==> config.mk <==
export PLATFORM = sky130hd
export DESIGN_NAME = sound_sequencer
export DESIGN_NICKNAME = d
export VERILOG_FILES = /design/src/rtl/snd_pkg.sv /design/src/rtl/snd_rom.sv /design/src/rtl/sound_sequencer.sv
export SDC_FILE = /design/constraint.sdc
export NUM_CORES = 1
export LEC_CHECK = 0
export ABC_AREA = 1
export BUFFER_PORTS_ARGS = -buffer_cell sky130_fd_sc_hd__buf_2
export CELL_PAD_IN_SITES_DETAIL_PLACEMENT = 0
export CELL_PAD_IN_SITES_GLOBAL_PLACEMENT = 2
export CORE_UTILIZATION = 33
export CTS_CLUSTER_DIAMETER = 120
export CTS_CLUSTER_SIZE = 24
export DETAILED_ROUTE_END_ITERATION = 8
export PLACE_DENSITY = 0.79
export SETUP_SLACK_MARGIN = 0.5
export SLEW_MARGIN = 40
export SYNTH_ARGS = -nofsm -noshare
export SYNTH_HDL_FRONTEND = slang
export SYNTH_SLANG_ARGS = --single-unit
==> constraint.sdc <==
create_clock -name clk -period 2.1 [get_ports clk]
set_clock_uncertainty 0.05 [all_clocks]
set_input_delay 0.42 -clock clk [delete_from_list [all_inputs] [get_ports clk]]
set_output_delay 0.42 -clock clk [all_outputs]
set_load 0.05 [all_outputs]
==> src/rtl/snd_pkg.sv <==
// Shared types and note table for the game sound sequencer.
// The game-mode enum mirrors the one owned by the game FSM.
package snd_pkg;

    typedef enum logic [1:0] {
        INIT = 2'd0,
        RUN  = 2'd1,
        WIN  = 2'd2,
        LOSE = 2'd3
    } MODE_TYPES;

    localparam int SND_DIV_W = 8;
    localparam int SND_DUR_W = 24;

    // Encoding order doubles as priority order: higher value wins.
    typedef enum logic [2:0] {
        SND_NONE = 3'd0,
        SND_GOOD = 3'd1,
        SND_BAD  = 3'd2,
        SND_WIN  = 3'd3,
        SND_LOSE = 3'd4
    } sound_t;

    typedef enum logic [1:0] {
        IDLE = 2'd0,
        LOAD = 2'd1,
        PLAY = 2'd2,
        GAP  = 2'd3
    } fsm_t;

    typedef struct packed {
        logic [SND_DIV_W-1:0] div;
        logic [SND_DUR_W-1:0] dur;
        logic                 last;
    } note_t;

    localparam note_t NOTE_END = '{8'd0, 24'd1, 1'b1};

    // Rows: GOOD, BAD, WIN, LOSE. Durations in 12 MHz cycles.
    localparam note_t SND_ROM [0:3][0:3] = '{
        '{'{8'd109, 24'd4_000_000,  1'b1}, NOTE_END, NOTE_END, NOTE_END},
        '{'{8'd188, 24'd10_000_000, 1'b1}, NOTE_END, NOTE_END, NOTE_END},
        '{'{8'd188, 24'd2_000_000,  1'b0}, '{8'd150, 24'd2_000_000, 1'b0},
          '{8'd109, 24'd6_000_000,  1'b1}, NOTE_END},
        '{'{8'd150, 24'd3_000_000,  1'b0}, '{8'd188, 24'd3_000_000, 1'b0},
          '{8'd234, 24'd6_000_000,  1'b1}, NOTE_END}
    };

    // Request/pending vectors are ordered {LOSE, WIN, BAD, GOOD}.
    function automatic sound_t pick_top(input logic [3:0] bits);
        sound_t top;
        if (bits[3])      top = SND_LOSE;
        else if (bits[2]) top = SND_WIN;
        else if (bits[1]) top = SND_BAD;
        else if (bits[0]) top = SND_GOOD;
        else              top = SND_NONE;
        return top;
    endfunction

    function automatic logic [3:0] snd_bit(input sound_t s);
        logic [3:0] b;
        case (s)
            SND_GOOD: b = 4'b0001;
            SND_BAD:  b = 4'b0010;
            SND_WIN:  b = 4'b0100;
            SND_LOSE: b = 4'b1000;
            default:  b = 4'b0000;
        endcase
        return b;
    endfunction

endpackage

==> src/rtl/snd_rom.sv <==
// Combinational note lookup with duration scaling; a scaled duration
// of zero is forced to one so every note sounds for at least a cycle.
module snd_rom
    import snd_pkg::*;
#(
    parameter int DUR_SCALE_SH = 0
)(
    input  sound_t      snd,
    input  logic [1:0]  note_idx,
    output note_t       note
);

    note_t                raw_s;
    logic [2:0]           row_s;
    logic [SND_DUR_W-1:0] scaled_s;

    // Table read and duration scaling.
    always_comb begin
        row_s = 3'(snd) - 3'd1;
        if (snd != SND_NONE) begin
            raw_s = SND_ROM[row_s[1:0]][note_idx];
        end else begin
            raw_s = NOTE_END;
        end
        scaled_s  = raw_s.dur >> DUR_SCALE_SH;
        note.div  = raw_s.div;
        note.last = raw_s.last;
        if (scaled_s == '0) begin
            note.dur = SND_DUR_W'(1);
        end else begin
            note.dur = scaled_s;
        end
    end

endmodule

==> src/rtl/sound_sequencer.sv <==
// Game sound arbiter and note sequencer driving the square-wave tone
// generator: priority LOSE > WIN > BAD > GOOD with preemption and pending bits.
module sound_sequencer
    import snd_pkg::*;
#(
    parameter int DIV_W        = SND_DIV_W,
    parameter int DUR_W        = SND_DUR_W,
    parameter int GAP_CYCLES   = 120000,
    parameter int DUR_SCALE_SH = 0
)(
    input  logic             clk,
    input  logic             nRst,
    input  MODE_TYPES        state,
    input  logic             goodColl,
    input  logic             badColl,
    output logic [DIV_W-1:0] osc_div,
    output logic             osc_en,
    output logic             busy,
    output logic [2:0]       cur_snd
);

    fsm_t             fsm_r;
    sound_t           snd_r;
    logic [1:0]       note_idx_r;
    logic [DUR_W-1:0] dur_cnt_r;
    logic [DUR_W-1:0] gap_cnt_r;
    logic             last_r;
    logic [3:0]       pend_r;
    MODE_TYPES        state_q_r;
    logic             armed_r;

    logic             win_req_s;
    logic             lose_req_s;
    logic [3:0]       req_s;
    logic [3:0]       all_s;
    logic [3:0]       pend_next_s;
    sound_t           req_top_s;
    sound_t           all_top_s;
    sound_t           launch_snd_s;
    logic             launch_s;
    logic             preempt_s;
    logic             play_done_s;
    note_t            rom_note_s;

    snd_rom #(.DUR_SCALE_SH(DUR_SCALE_SH)) u_rom (
        .snd      (snd_r),
        .note_idx (note_idx_r),
        .note     (rom_note_s)
    );

    // Request detection, arbitration and next pending set.
    always_comb begin
        // armed_r masks the first cycle after reset so a held mode does not retrigger.
        win_req_s   = armed_r && (state == WIN)  && (state_q_r != WIN);
        lose_req_s  = armed_r && (state == LOSE) && (state_q_r != LOSE);
        req_s       = {lose_req_s, win_req_s, badColl, goodColl};
        all_s       = pend_r | req_s;
        req_top_s   = pick_top(req_s);
        all_top_s   = pick_top(all_s);
        play_done_s = (fsm_r == PLAY) && (dur_cnt_r <= DUR_W'(1)) && last_r;
        preempt_s   = (fsm_r != IDLE) && (req_top_s != SND_NONE) && (req_top_s >= snd_r);
        if (preempt_s) begin
            launch_s     = 1'b1;
            launch_snd_s = req_top_s;
        end else if (((fsm_r == IDLE) || play_done_s) && (all_top_s != SND_NONE)) begin
            launch_s     = 1'b1;
            launch_snd_s = all_top_s;
        end else begin
            launch_s     = 1'b0;
            launch_snd_s = SND_NONE;
        end
        // Mode entries flush stale collision sounds.
        pend_next_s = all_s & ~snd_bit(launch_snd_s)
                      & ((win_req_s || lose_req_s) ? 4'b1100 : 4'b1111);
    end

    // Sequencer FSM with registered tone outputs.
    always_ff @(posedge clk or negedge nRst) begin
        if (!nRst) begin
            fsm_r      <= IDLE;
            snd_r      <= SND_NONE;
            note_idx_r <= 2'd0;
            dur_cnt_r  <= '0;
            gap_cnt_r  <= '0;
            last_r     <= 1'b0;
            pend_r     <= 4'b0000;
            state_q_r  <= INIT;
            armed_r    <= 1'b0;
            osc_div    <= '0;
            osc_en     <= 1'b0;
            busy       <= 1'b0;
            cur_snd    <= 3'd0;
        end else begin
            state_q_r <= state;
            armed_r   <= 1'b1;
            pend_r    <= pend_next_s;
            if (launch_s) begin
                fsm_r      <= LOAD;
                snd_r      <= launch_snd_s;
                note_idx_r <= 2'd0;
                osc_en     <= 1'b0;
                busy       <= 1'b1;
                cur_snd    <= launch_snd_s;
            end else begin
                case (fsm_r)
                    IDLE: begin
                        osc_en  <= 1'b0;
                        busy    <= 1'b0;
                        cur_snd <= SND_NONE;
                    end
                    LOAD: begin
                        fsm_r     <= PLAY;
                        osc_div   <= DIV_W'(rom_note_s.div);
                        dur_cnt_r <= DUR_W'(rom_note_s.dur);
                        last_r    <= rom_note_s.last;
                        osc_en    <= 1'b1;
                    end
                    PLAY: begin
                        if (dur_cnt_r > DUR_W'(1)) begin
                            dur_cnt_r <= dur_cnt_r - DUR_W'(1);
                        end else if (!last_r) begin
                            fsm_r     <= GAP;
                            gap_cnt_r <= DUR_W'(GAP_CYCLES);
                            osc_en    <= 1'b0;
                        end else begin
                            fsm_r   <= IDLE;
                            snd_r   <= SND_NONE;
                            osc_en  <= 1'b0;
                            busy    <= 1'b0;
                            cur_snd <= SND_NONE;
                        end
                    end
                    GAP: begin
                        if (gap_cnt_r > DUR_W'(1)) begin
                            gap_cnt_r <= gap_cnt_r - DUR_W'(1);
                        end else begin
                            fsm_r <= LOAD;
                            if (note_idx_r != 2'd3) begin
                                note_idx_r <= note_idx_r + 2'd1;
                            end else begin
                                note_idx_r <= note_idx_r;
                            end
                        end
                    end
                    default: begin
                        fsm_r   <= IDLE;
                        snd_r   <= SND_NONE;
                        osc_en  <= 1'b0;
                        busy    <= 1'b0;
                        cur_snd <= SND_NONE;
                    end
                endcase
            end
        end
    end

endmodule

## Yosys cells after proc, flatten, opt, wreduce, memory -nomap -nowiden

Cells that the tools add are included.

| word-level totals | value |
|---|---|
| RAM bits | 0 |
| flip-flop bits (word level) | 76 |
| memories | 0 |
| input port bits | 6 |
| memory bits (read-only) | 0 |
| bits in latches | 0 |

| cells by class | value |
|---|---|
| div/mod/pow operators | 0 |
| equal/unequal tests | 21 |
| multiply operators | 0 |
| mux-type cells | 50 |
| add/sub/neg operators | 4 |
| reductions and logical operators | 34 |
| bitwise gates (word level) | 7 |
| magnitude comparators | 6 |
| shifts and indexed selects | 0 |

Operators with widths:

| cell | count |
|---|---|
| 132-bit binary-select mux with 2-bit select | 1 |
| 132-bit two-way mux | 2 |
| 24-bit two-way mux | 5 |
| 33-bit two-way mux | 3 |
| 24-bit one-hot mux with 2 select lines | 2 |
| 33-bit binary-select mux with 2-bit select | 1 |
| 24-bit by 1-bit greater-than comparator with 1-bit output (second input constant) | 2 |
| 24-bit by 1-bit subtractor with 24-bit output (second input constant) | 2 |
| 3-bit two-way mux | 9 |
| 2-bit two-way mux | 13 |
| 24-bit by 1-bit less-or-equal comparator with 1-bit output (second input constant) | 1 |
| 24-bit logical NOT | 1 |
| 2-bit inequality test (second input constant) | 8 |
| 4-bit one-hot mux with 4 select lines | 1 |
| 3-bit AND reduction | 5 |
| 2-bit nonzero test | 7 |
| 3-bit nonzero test | 4 |
| 1-bit logical AND | 9 |
| 1-bit two-way mux | 9 |
| 3-bit inequality test (second input constant) | 3 |
| 4-bit AND | 2 |
| 2-bit == test (second input constant) | 4 |
| 4-bit nonzero test | 2 |
| 3-bit by 2-bit == test with 1-bit output (second input constant) | 2 |
| 20 further kinds | 24 |

## Longest topological paths before layout

| depth | value |
|---|---|
| depth after elaboration | 17 |
| mapped depth | 20 |
| depth with buffers taken out | 19 |

## Hierarchy

From an unflattened synthesis, not the netlist that was laid out.

| second synthesis, totals | value |
|---|---|
| cell total of the unflattened synthesis | 809 |
| area, all modules | 5351.4 µm² |

By module, submodules not included:

| module | sequential area each (µm²) | times used | cells each | area each (µm²) |
|---|---|---|---|---|
| sound_sequencer | 1901.8 | 1 | 725 | 4874.7 |
| snd_rom | 0.0 | 1 | 84 | 476.7 |

## Worst setup path after synthesis

No wires, ideal clock.

| timing path | value |
|---|---|
| kind | input to register |
| start point | input state[1] |
| end point | register osc_div[5] |
| setup slack | -236 ps |
| data required time | 1974 ps |
| cell stages on the path | 19 |
| data arrival time | 2210 ps |
| library setup time | 76 ps |
| buffers on the path | 2 |
| path through | nand2_1 -> inv_1 -> nand3_1 -> inv_1 -> a21oi_1 -> inv_1 -> ha_1 -> nand3_1 -> nand3_1 -> nand2_1 -> nor2_4 -> clkinv_1 -> nand3_4 -> nand2_4 -> buf_6 -> nand2_8 -> buf_6 -> nand2_1 -> o21ai_1 |

| between the ends | value |
|---|---|
| word-level cells in the longest chain between the ends | 12 |
| elaborated cells on any way between the ends | 21 |
| classes of those cells | 1 x order compare; 2 x eq/ne; 6 x mux; 2 x bitwise; 10 x reduce/logical |

Ends and longest elaborated chain:

| item | line | RTL |
|---|---|---|
| from (decl) | sound_sequencer.sv:13 | `input MODE_TYPES state,` |
| 2-bit == test | sound_sequencer.sv:54 | `win_req_s = armed_r && (state == WIN) && (state_q_r != WIN);` |
| 1-bit logical AND (2 in series) | sound_sequencer.sv:54 |  |
| 4-bit bitwise OR | sound_sequencer.sv:57 | `all_s = pend_r \| req_s;` |
| 2-bit two-way mux | snd_pkg.sv:53 | `else if (bits[2]) top = SND_WIN;` |
| 3-bit two-way mux | snd_pkg.sv:52 | `if (bits[3]) top = SND_LOSE;` |
| 3-bit nonzero test | sound_sequencer.sv:65 | `end else if (((fsm_r == IDLE) \|\| play_done_s) && (all_top_s != SND_NONE)) begin` |
| 1-bit logical AND | sound_sequencer.sv:65 |  |
| 1-bit two-way mux | sound_sequencer.sv:65 |  |
| 1-bit two-way mux * | sound_sequencer.sv:62 | `if (preempt_s) begin` |
| 1-bit NOT (no source line) * | -- |  |
| 2-bit AND reduction (no source line) * | -- |  |
| to (signal assigned) | sound_sequencer.sv:113 | `osc_div <= DIV_W'(rom_note_s.div);` |
| to (decl) | sound_sequencer.sv:16 | `output logic [DIV_W-1:0] osc_div,` |

Mark *: on every way between the ends. The rest lies on a longest branch, timed or not.
A chain may end at the register's enable or synchronous reset.

## Worst setup path in the final report

| timing path | value |
|---|---|
| start point | register armed_r |
| end point | register osc_div[5] |

| between the ends | value |
|---|---|
| word-level cells in the longest chain between the ends | 11 |
| elaborated cells on any way between the ends | 19 |
| classes of those cells | 1 x order compare; 6 x mux; 2 x bitwise; 10 x reduce/logical |

Ends and longest elaborated chain:

| item | line | RTL |
|---|---|---|
| from (decl) | sound_sequencer.sv:30 | `logic armed_r;` |
| from (signal assigned) | sound_sequencer.sv:88 | `armed_r <= 1'b0;` |
| from (signal assigned) | sound_sequencer.sv:95 | `armed_r <= 1'b1;` |
| 1-bit logical AND (2 in series) | sound_sequencer.sv:54 |  |
| 4-bit bitwise OR | sound_sequencer.sv:57 |  |
| 2-bit two-way mux | snd_pkg.sv:53 |  |
| 3-bit two-way mux | snd_pkg.sv:52 |  |
| 3-bit nonzero test | sound_sequencer.sv:65 |  |
| 1-bit logical AND | sound_sequencer.sv:65 |  |
| 1-bit two-way mux | sound_sequencer.sv:65 |  |
| 1-bit two-way mux * | sound_sequencer.sv:62 |  |
| 1-bit NOT (no source line) * | -- |  |
| 2-bit AND reduction (no source line) * | -- |  |

Marked as above.

==> flow_summary.ini <==
[run_status]
status = finished, violations left
violations = setup timing

[synthesis]
synth_area_um2 = 5115
synthAdderAreaFrac_pct = 3.669
synth-compound-area-share_pct = 9.956
ys_seq_elements = 75
synth-main-ff-cell = dfrtp_1
ys_async_sr_fraction_pct = 100.0
synthXorXnorAreaFrac_pct = 5.137
synth_mux_area_share_pct = 0
syn_inst = 701
synth_top_family_by_area = simple AND/OR/NAND/NOR gates
syn_nets = 722
yosysTopAreaCell = dfrtp_1
synth.area.top_cells = dfrtp_1 37%, nand2_1 14%, nor2_1 8.1%
seq_area_frac_synth_pct = 36.69
syn_area_per_cell_um2 = 7.297
ys_types = 41
synth-simple-area-share_pct = 36.94
synth_edf_count = 0
ys.warnings.count = 0
synth.top_cell.area_share_pct = 36.69

[drt]
wl_per_cell_um = 13.88
drtAntennaViolNets = 0
vias = 4612
wirelength_um = 13330
drt_pass1_iterations = 4
drc = 0
viasPerCell = 4.804
dr.first_iter.drc_count = 209

[die]
coreArea_um2 = 15150
rows = 45
die_w_um = 126.5
initial_utilization_pct = 33.77
num_io_pins = 19
dieArea_um2 = 16000
die_h_um = 126.5

[critical_path]
cp_cell_sequence = nand2_4 -> nor2_4 -> nand2_4 -> a21oi_4 -> inv_2 -> ha_4 -> nand3_2 -> nand3_2 -> nand2_2 -> nor2_4 -> inv_4 -> nand3_4 -> nand2_4 -> buf_6 -> nand2_8 -> buf_8 -> o21ai_1
r2r_setup_slack_ns = -0.15
critPathCaptureType = flip-flop
critPathKind = reg2reg
crit_buf_inv = 4
worstPathRequired_ns = 2.27
reg2regPathDepth = 17
cp_common_cell = nand2_4
startpoint = armed_r
critPathTopFamily = simple AND/OR/NAND/NOR gates
cp.arrival_ns = 2.42
path_depth = 17
crit_path_end = osc_div[5]
r2r-end = osc_div[5]
cp_max_fo = 8
critPathMaxStageDelay_ns = 0.38
start_kind = flip-flop
r2r-start = armed_r
critPathSlowestCell = dfrtp_1

[global_routing]
grt_max_degree = 41
overflow = 0
antenna_found_initial = 0
grt_pass1_wl_um = 22110
grt_pass1_vias = 4478
track_usage_pct = 17.47

[pwr]
ir_drop_mv = 0.8829
p_per_area_nw_per_um2 = 1772
leakage_nw = 3.121

[finish]
fin_nets = 788
fillCellCount = 1535
fin_util_pct = 41.90
antenna_cells = 0
final_cells = 960
drive_gt1_share_pct = 27.85
area_delta_synth_final_pct = 24.07

[sta]
worst_pin_slew_ns = 0.5453
fin_ws_ns = -0.1479
rsz0062_at_grt = yes
maxSlewViolCount = 0
relSlewSlack_pct = 63.65
setup_viol = 65
fin_crit_ns = 2.248
timing.final.hold_violations = 0
clock.fmax_mhz = 444.9
fin_crit_sh_pct = 107.0

[cts]
cts_root_buf = clkbuf_16
cts.sink_count = 75
cts_inserted_buffers = 9
cts_max_level = 3
clockBufferDepth = 2
cts.clk_slew.worst_paths_ns = 0.06
clkLatencyLatePin_ns = 0.34
cts_tree = done

[placement]
place_hpwl_um = 9640
io_buffers = 18
gp_congestion = 0.7972
dpl_worst_slack_ns = -0.3756
dpl.cell_count = 933

[hold_path]
hp-class = in2async

[run]
maxCapViolCount = 0
## layout make-up
cell class	instances	area (µm²)	area share, %
repair buffers	75	628.1	9.897
well taps	188	235.2	3.707
multi-input cells	545	3083	48.58
inverters	61	241.5	3.805
clock buffers	11	242.7	3.825
flip-flops and latches	75	1877	29.57
clock inverters	5	38.79	0.6112
## metrics by stage
step                      power, mW  hold slack [ns]  cell area, µm²  setup TNS (ns)
after floorplan               7.355          0.07441            5191          -4.358
after CTS                     11.05          0.02141            6166          -9.629
after global routing          12.27          0.06315            6346          -15.01
final                         11.25          0.01302            6346          -6.846
after detailed placement      9.159           0.3897            5739          -18.02
after global placement        9.076           0.3886            5739          -15.54
## cell usage in the layout (no fill, tap or decap), types with 6 or more instances in the layout
cell       synthesis  routed
a21oi_1           13       6
a21oi_2            1       7
buf_2              6      17
buf_4              1      47
clkbuf_16          0      11
dfrtp_1           75      75
ha_1              15      13
inv_1             54      48
inv_2              5       7
nand2_1          187     177
nand2_2           23      27
nand2_4            2       8
nand3_1           60      45
nand3_2            0      13
nand4_1            7       7
nor2_1           111     108
nor3_1             6       6
o21ai_0           24      19
o21ai_1           10      10
o21ai_2           20      25
or2_2             12      12
xnor2_1           14      14
xor2_1            16      16
## metal layers
metal | share of wire (%) | vias to the layer above | GRT usage, %
met4 | 1.5 | 0 | 6.875
met2 | 48 | 51 | 29.25
met3 | 2.5 | 9 | 1.898
li1 | - | 2360 | -
met1 | 48 | 2192 | 23.13
met5 | 0 | - | 0
## sequential cells by signal (all words and copies together), names as in the netlist
signal	count
pend_r	4
snd_r	3
osc_div	7
busy	1
armed_r	1
cur_snd	3
dur_cnt_r	24
note_idx_r	2
fsm_r	2
gap_cnt_r	24
last_r	1
state_q_r	2
osc_en	1
## power by group
| group | total, mW | internal [mW] | switching [mW] | leakage [nW] |
|---|---|---|---|---|
| logic | 7.21 | 2.79 | 4.42 | 2.02 |
| clock network | 1.46 | 0.837 | 0.628 | 0.136 |
| registers | 2.57 | 1.99 | 0.579 | 0.967 |
| total | 11.2 | 5.62 | 5.63 | 3.12 |
## synth_stat cells, types with 6 or more instances
| cell | n |
|---|---|
| xor2_1 | 16 |
| nor3_1 | 6 |
| ha_1 | 15 |
| or2_2 | 12 |
| buf_2 | 6 |
| o21ai_1 | 10 |
| nor2_1 | 111 |
| nand4_1 | 7 |
| dfrtp_1 | 75 |
| a21oi_1 | 13 |
| xnor2_1 | 14 |
| nand3_1 | 60 |
| inv_1 | 54 |
| nand2_1 | 187 |
| nand2_2 | 23 |
| o21ai_0 | 24 |
| o21ai_2 | 20 |
## cells by family (layout without fill, tap and decap cells)
family | after synthesis | in the layout
simple gates | 420 | 420
buf+inv | 81 | 152
compound gates | 79 | 79
flops | 75 | 75
xor+xnor | 30 | 30
fa+ha+maj | 15 | 15
other cells | 1 | 1
## how the worst min path moves through the flow
stage                    endpoint  slack, ns  depth (start not counted)
finish              gap_cnt_r[18]       0.01                          1
global route        gap_cnt_r[18]       0.06                          1
CTS                 gap_cnt_r[14]       0.02                          1
detailed placement  gap_cnt_r[18]       0.39                          1
global placement    gap_cnt_r[22]       0.39                          1
floorplan                 armed_r       0.07                          0
## what timing repair did
item,CTS,global route
buffers inserted,6,3
hold endpoints to repair,0,0
resized for setup,34,29
pin swaps,7,17
setup endpoints to repair,72,72
hold buffers,0,0
gates cloned,0,2
Power figures use the tool's default switching activity.
